<file path="src/rtl/game_text_render.sv">
// Text overlay stage: maps the pixel position onto a 16x8 character grid, fetches
// glyph rows through the external text/font ROMs and composites TXT_COLOR over rgb_in.
module game_text_render #(
    parameter int          X_POS     = 0,
    parameter int          Y_POS     = 0,
    parameter logic [11:0] TXT_COLOR = 12'hFFF
) (
    input  logic        clk,
    input  logic        rst,
    input  logic [10:0] hcount_in,
    input  logic [10:0] vcount_in,
    input  logic        hsync_in,
    input  logic        vsync_in,
    input  logic        hblnk_in,
    input  logic        vblnk_in,
    input  logic [11:0] rgb_in,
    output logic [7:0]  char_xy,
    input  logic [6:0]  char_code,
    output logic [10:0] font_addr,
    input  logic [7:0]  char_pixels,
    output logic [10:0] hcount_out,
    output logic [10:0] vcount_out,
    output logic        hsync_out,
    output logic        vsync_out,
    output logic        hblnk_out,
    output logic        vblnk_out,
    output logic [11:0] rgb_out
);

    logic [10:0] rel_x;
    logic [10:0] rel_y;
    logic        in_box;

    logic [7:0]  char_xy_d;
    logic [3:0]  line_d;
    logic [2:0]  bitsel_d;
    logic [10:0] font_addr_d;
    logic [11:0] rgb_out_d;

    logic [7:0]        char_xy_q;
    logic [10:0]       font_addr_q;
    logic [11:0]       rgb_out_q;
    logic [1:0][3:0]   line_sr_q;
    logic [3:0][2:0]   bitsel_sr_q;
    logic [3:0]        in_box_sr_q;
    logic [3:0][11:0]  rgb_sr_q;
    logic [4:0][10:0]  hcount_sr_q;
    logic [4:0][10:0]  vcount_sr_q;
    logic [4:0]        hsync_sr_q;
    logic [4:0]        vsync_sr_q;
    logic [4:0]        hblnk_sr_q;
    logic [4:0]        vblnk_sr_q;

    // Lower-bound compare keeps positions left/above the box from wrapping into it.
    assign rel_x  = hcount_in - 11'(X_POS);
    assign rel_y  = vcount_in - 11'(Y_POS);
    assign in_box = (hcount_in >= 11'(X_POS)) && (rel_x < 11'd128) &&
                    (vcount_in >= 11'(Y_POS)) && (rel_y < 11'd128);

    always_comb begin
        char_xy_d   = 8'h00;
        line_d      = 4'h0;
        bitsel_d    = 3'd0;
        if (in_box) begin
            char_xy_d = {1'b0, rel_y[6:4], rel_x[6:3]};
            line_d    = rel_y[3:0];
            bitsel_d  = rel_x[2:0];
        end
        font_addr_d = {char_code, line_sr_q[1]};
        rgb_out_d   = rgb_sr_q[3];
        if (in_box_sr_q[3] && char_pixels[3'd7 - bitsel_sr_q[3]]) begin
            rgb_out_d = TXT_COLOR;
        end
    end

    always_ff @(posedge clk) begin
        if (!rst) begin
            char_xy_q   <= '0;
            font_addr_q <= '0;
            rgb_out_q   <= '0;
            line_sr_q   <= '0;
            bitsel_sr_q <= '0;
            in_box_sr_q <= '0;
            rgb_sr_q    <= '0;
            hcount_sr_q <= '0;
            vcount_sr_q <= '0;
            hsync_sr_q  <= '0;
            vsync_sr_q  <= '0;
            hblnk_sr_q  <= '0;
            vblnk_sr_q  <= '0;
        end else begin
            char_xy_q   <= char_xy_d;
            font_addr_q <= font_addr_d;
            rgb_out_q   <= rgb_out_d;
            line_sr_q   <= {line_sr_q[0], line_d};
            bitsel_sr_q <= {bitsel_sr_q[2:0], bitsel_d};
            in_box_sr_q <= {in_box_sr_q[2:0], in_box};
            rgb_sr_q    <= {rgb_sr_q[2:0], rgb_in};
            hcount_sr_q <= {hcount_sr_q[3:0], hcount_in};
            vcount_sr_q <= {vcount_sr_q[3:0], vcount_in};
            hsync_sr_q  <= {hsync_sr_q[3:0], hsync_in};
            vsync_sr_q  <= {vsync_sr_q[3:0], vsync_in};
            hblnk_sr_q  <= {hblnk_sr_q[3:0], hblnk_in};
            vblnk_sr_q  <= {vblnk_sr_q[3:0], vblnk_in};
        end
    end

    assign char_xy    = char_xy_q;
    assign font_addr  = font_addr_q;
    assign rgb_out    = rgb_out_q;
    assign hcount_out = hcount_sr_q[4];
    assign vcount_out = vcount_sr_q[4];
    assign hsync_out  = hsync_sr_q[4];
    assign vsync_out  = vsync_sr_q[4];
    assign hblnk_out  = hblnk_sr_q[4];
    assign vblnk_out  = vblnk_sr_q[4];

endmodule

</file>
<file path="config.mk">
export PLATFORM = sky130hd
export DESIGN_NAME = game_text_render
export DESIGN_NICKNAME = d
export VERILOG_FILES = /design/src/rtl/game_text_render.sv
export SDC_FILE = /design/constraint.sdc
export NUM_CORES = 1
export LEC_CHECK = 0
export BUFFER_PORTS_ARGS = -buffer_cell sky130_fd_sc_hd__buf_2
export CAP_MARGIN = 20
export CORE_MARGIN = 2
export CORE_UTILIZATION = 43
export CTS_CLUSTER_DIAMETER = 200
export DETAILED_ROUTE_END_ITERATION = 10
export HOLD_SLACK_MARGIN = 0.06
export PLACE_DENSITY_LB_ADDON = 0.25
export SLEW_MARGIN = 10
export SYNTH_ARGS = -nofsm -noshare
export SYNTH_HDL_FRONTEND = slang
export SYNTH_SLANG_ARGS = --single-unit
</file>
<file path="constraint.sdc">
create_clock -name clk -period 1.7 [get_ports clk]
set_clock_uncertainty 0.2 [all_clocks]
set_input_delay 0.255 -clock clk [delete_from_list [all_inputs] [get_ports clk]]
set_output_delay 0.255 -clock clk [all_outputs]
set_load 0.05 [all_outputs]
</file>
* Yosys cells after proc, flatten, opt, wreduce, memory -nomap -nowiden *
Cells that the tools add are included.
Widths: inputs -> output; s select.

cells by class
  $add $sub $neg = 1
  order comparisons = 5
  mux-type cells = 3
  reduce and logical (&&, ||, !) cells = 5

operators by type and width
  operator             number
  $ge 11x1->1 const B  2
  $lt 11x8->1 const B  2
  $mux 12              1
  $logic_and 1x1->1    4
  $lt 3x4->1 const B   1
  $bmux 1 s3           1
  $sub 3x3->3 const A  1
  $reduce_and 2->1     1
  $mux 1               1

storage, ports and cells
  word-level logic and storage cells = 43
  output and inout port bits = 57
  input bits = 55
  register bits = 233

* Depth between registers and ports, before layout *
  depth after elaboration = 5
  mapped depth = 4
  mapped depth without buffers = 3

* Worst setup path before layout *
OpenSTA, ideal clock, no wires.

  path kind = reg2reg
  start point = register bitsel_sr_q[9] in the netlist's numbering
  end point = register rgb_out_q[0] (netlist: rgb_out[0])
  library setup time = 0.118 ns
  buffers on the path = 1
  period minus slack after synthesis = 1.579 ns
  arrival time = 1.261 ns
  cell stages (with the launch flop) = 5
  slack = 0.121 ns
  required time = 1.382 ns
  cells stage by stage = dfxtp_1 mux4_2 buf_2 o21ai_1 a21oi_2

between the ends
  longest elaborated chain between the ends = 5

ends and longest elaborated chain
  item                          RTL line  source
  start, declared               44        logic [3:0][2:0] bitsel_sr_q;
  start signal, assigned        96        bitsel_sr_q <= {bitsel_sr_q[2:0], bitsel_d};
  $sub 3x3->3                   71        if (in_box_sr_q[3] && char_pixels[3'd7 - bitsel_sr_q[3]]) begin
  $bmux 1 s3                    71
  $mux 1 (not written as such)  71
  $logic_and 1x1->1             71
  $mux 12                       71
  end signal, assigned          94        rgb_out_q <= rgb_out_d;
  end, declared                 42        logic [11:0] rgb_out_q;

Every way passes these cells. The select of a mux whose other input is x is not followed.
A chain may end at the register's enable or synchronous reset.

* Worst setup path in the final report *
  start point = register bitsel_sr_q[9] in the netlist's numbering
  end point = register rgb_out_q[4] (netlist: rgb_out[4])

Same word-level chain as after synthesis.

==> out/results.ini <==
[run_status]
status=complete, no violations

[global_route]
overflow=0
grt_first_pass_wirelength_um=16210
grt_pass1_vias=3654
antenna_found_initial=1
grt_max_degree=112
grt_use_total_pct=12.07

[synthesis]
synth_compound_area_share_pct=2.513
synth_fp_nets=616
synth_area_leader_cell=dfxtp_1
synth-simple-area-share_pct=22.13
synth_fa_ha_area_share_pct=0
synth.mux.area_fraction_pct=0.6375
synthDistinctLibCells=21
syn-instance-count=561
synth_warnings=0
synth.area.top_cells=dfxtp_1 70%, and2_1 21%, buf_4 2.6%
synth.top_cell.area_share_pct=69.60
syn_avg_cell_area_um2=11.89
syn_area_um2=6673
synth_xor_area_share_pct=0
synth_top_family_by_area=simple AND/OR/NAND/NOR gates
synth_seq_cells=232
ys_seq_area_share_pct=69.60

[timing]
timing.final.crit_share_pct=94.28
rsz0062_at_grt=no
hold_viol=0
fin_crit_ns=1.603
slew_violations=0
max_freq_mhz=623.9
fin_ws_ns=0.09722
setup_viol=0

[power_and_ir_drop]
p_int_mw=9.024
seq_power_share_pct=50.1
peakVddDrop_mv=0.7267
p_leak_nw=3.746
comb_power_share_pct=3.8
swShare_pct=19.34
clock_power_share_pct=46.1
p_per_area_nw_per_um2=1313
switchingPower_mw=2.163

[detailed_routing]
drt_iter0_markers=180
drc=0
ant_nets=0
first_pass_iters=4
vias=3815
drt-total-wl_um=10120
via_per_inst=4.239
wl_per_cell_um=11.24

[placed_design]
portBuffers=110
pre_cts_ws_ns=-0.04258
dp_hpwl_um=5759
placed_area_um2=7234
gp_congestion=0.7026
dp_cells=813

[die]
core_um2=15200
chipHeight_um=128.6
io_pins=112
dieArea_um2=16530
start_util_pct=43.89
core.rowCount=45
die-width_um=128.6

[layout]
areaGrowthSynthToFinish_pct=27.66
fillCellCount=1242
drive_gt1_share_pct=23.46
antennaDiodeCount=0
fin_area_um2=8518
fin_nets=752
fin_cells=900

[job]
cap_violations=0

[clocking]
cts.clk_slew.worst_paths_ns=0.06
clock_sinks=232
clk_latency_ns=0.49
clk_path_buf_depth=3
numCtsBuffers=23
post_cts_buffers=0
cts_tree=done
htreeDepth=1
root_buffer=clkbuf_16

[critical_path]
end_kind=register
rr_worst_depth=3
reg2reg_from=bitsel_sr_q[9]$_SDFF_PN0_
cp_max_fo=6
r2r_end=rgb_out[4]$_SDFF_PN0_
startpoint=bitsel_sr_q[9]$_SDFF_PN0_
crit_type=register to register
endpoint=rgb_out[4]$_SDFF_PN0_
start_kind=register
worstPathArrival_ns=1.77
r2r_slack_ns=0.1
crit_required_ns=1.87

[min_path]
min_path_type=primary input to register

flip-flops by register name (all words and copies together), names as in the netlist:
name and flops:
vblnk_sr_q 5, line_sr_q 4, vsync_sr_q 5, hcount_out 11, char_xy 7, in_box_sr_q 4
hsync_sr_q 5, hcount_sr_q 44, rgb_out 12, hblnk_sr_q 5, vcount_sr_q 44, font_addr_d 4
font_addr 11, vcount_out 11, rgb_sr_q 48, bitsel_sr_q 12
power by group through the flow:
| stage | sequential (mW) | combinational, mW | clock [mW] |
|---|---|---|---|
| after CTS | 5.60 | 0.421 | 5.31 |
| after floorplan | 5.76 | 0.186 | 0 |
| after global placement | 5.72 | 0.329 | 0 |
| after global routing | 5.61 | 0.465 | 5.56 |
| after detailed placement | 5.73 | 0.338 | 0 |
| final | 5.60 | 0.422 | 5.16 |
worst max-delay path: stages, from the launching register on:
cell	delay, ns
dfxtp_2	0.40
mux4_2	0.61
o21ai_0	0.21
a21oi_1	0.06
cells by family after synthesis:
logic type | Yosys count
AOI/OAI and AO/OA | 25
buffers and inverters | 64
DFF | 232
muxes | 3
other | 1
and+or+nand+nor | 236
per-layer routing:
metal | track usage (%) | share of wire, %
met4 | 5.882 | 3.2
met5 | 0 | 0.13
met2 | 22.06 | 50
met1 | 13.07 | 42
met3 | 2.952 | 5.1
synthesized netlist by cell type:
library cell	n
nor4_1	1
nor2b_1	1
a21oi_2	10
and2_1	219
nor2_1	1
o21ai_0	2
mux4_2	1
dfxtp_1	232
a221o_1	1
mux2i_1	2
conb_1	1
buf_2	3
buf_6	1
nand2b_1	12
clkbuf_1	24
nor3_1	1
o21ai_1	10
a21oi_1	2
inv_1	13
buf_4	23
and4b_1	1
cell usage in the layout (no fill, tap or decap), types with 7 or more instances in the layout:
cell / count
dfxtp_1: 231
buf_2: 109
o21ai_1: 10
clkbuf_8: 7
dlygate4sd3_1: 46
nand2b_1: 12
a21oi_2: 10
inv_1: 13
and2_1: 219
clkbuf_16: 23
stage by stage:
stage               utilization (%)  hold slack [ns]  setup TNS (ns)  total power [mW]
floorplan                         -           0.1767               0             5.948
global placement              47.59           0.2138               0             6.050
detailed placement            47.59           0.2169         -0.1228             6.063
CTS                           55.88           0.2266               0             11.34
global route                  56.03           0.2173               0             11.64
finish                        56.03           0.2150               0             11.19
cell type report:
cell class	instances	area (um2)	share of cell area (%)
Sequential cell	232	4646	54.54
Multi-Input combinational cell	266	1714	20.12
Timing Repair Buffer	161	1076	12.63
Clock buffer	32	679.4	7.976
Tap cell	188	235.2	2.761
Clock inverter	8	118.9	1.395
Inverter	13	48.80	0.5729
worst min path at each step:
stage / slack, ns / start / end / cells past startpoint
5_1_grt: 0.22 / char_pixels[0] / rgb_out[2]$_SDFF_PN0_ / 4
2_1_floorplan: 0.18 / hcount_in[0] / bitsel_sr_q[0]$_SDFF_PN0_ / 1
3_5_place_dp: 0.22 / font_addr_d[3]$_SDFF_PN0_ / font_addr[3]$_SDFF_PN0_ / 1
3_3_place_gp: 0.21 / vcount_sr_q[15]$_SDFF_PN0_ / vcount_sr_q[26]$_SDFF_PN0_ / 1
4_1_cts: 0.23 / rgb_sr_q[12]$_SDFF_PN0_ / rgb_sr_q[24]$_SDFF_PN0_ / 1
6_report: 0.21 / char_pixels[0] / rgb_out[11]$_SDFF_PN0_ / 4
what timing repair did:
item / CTS / global route
hold buffers: 46 / 0
hold endpoints to repair: 69 / 0
gates resized for setup: 1 / 2
setup endpoints to repair: 10 / 12
gates cloned: 0 / 1
Power figures use the tool's default switching activity.
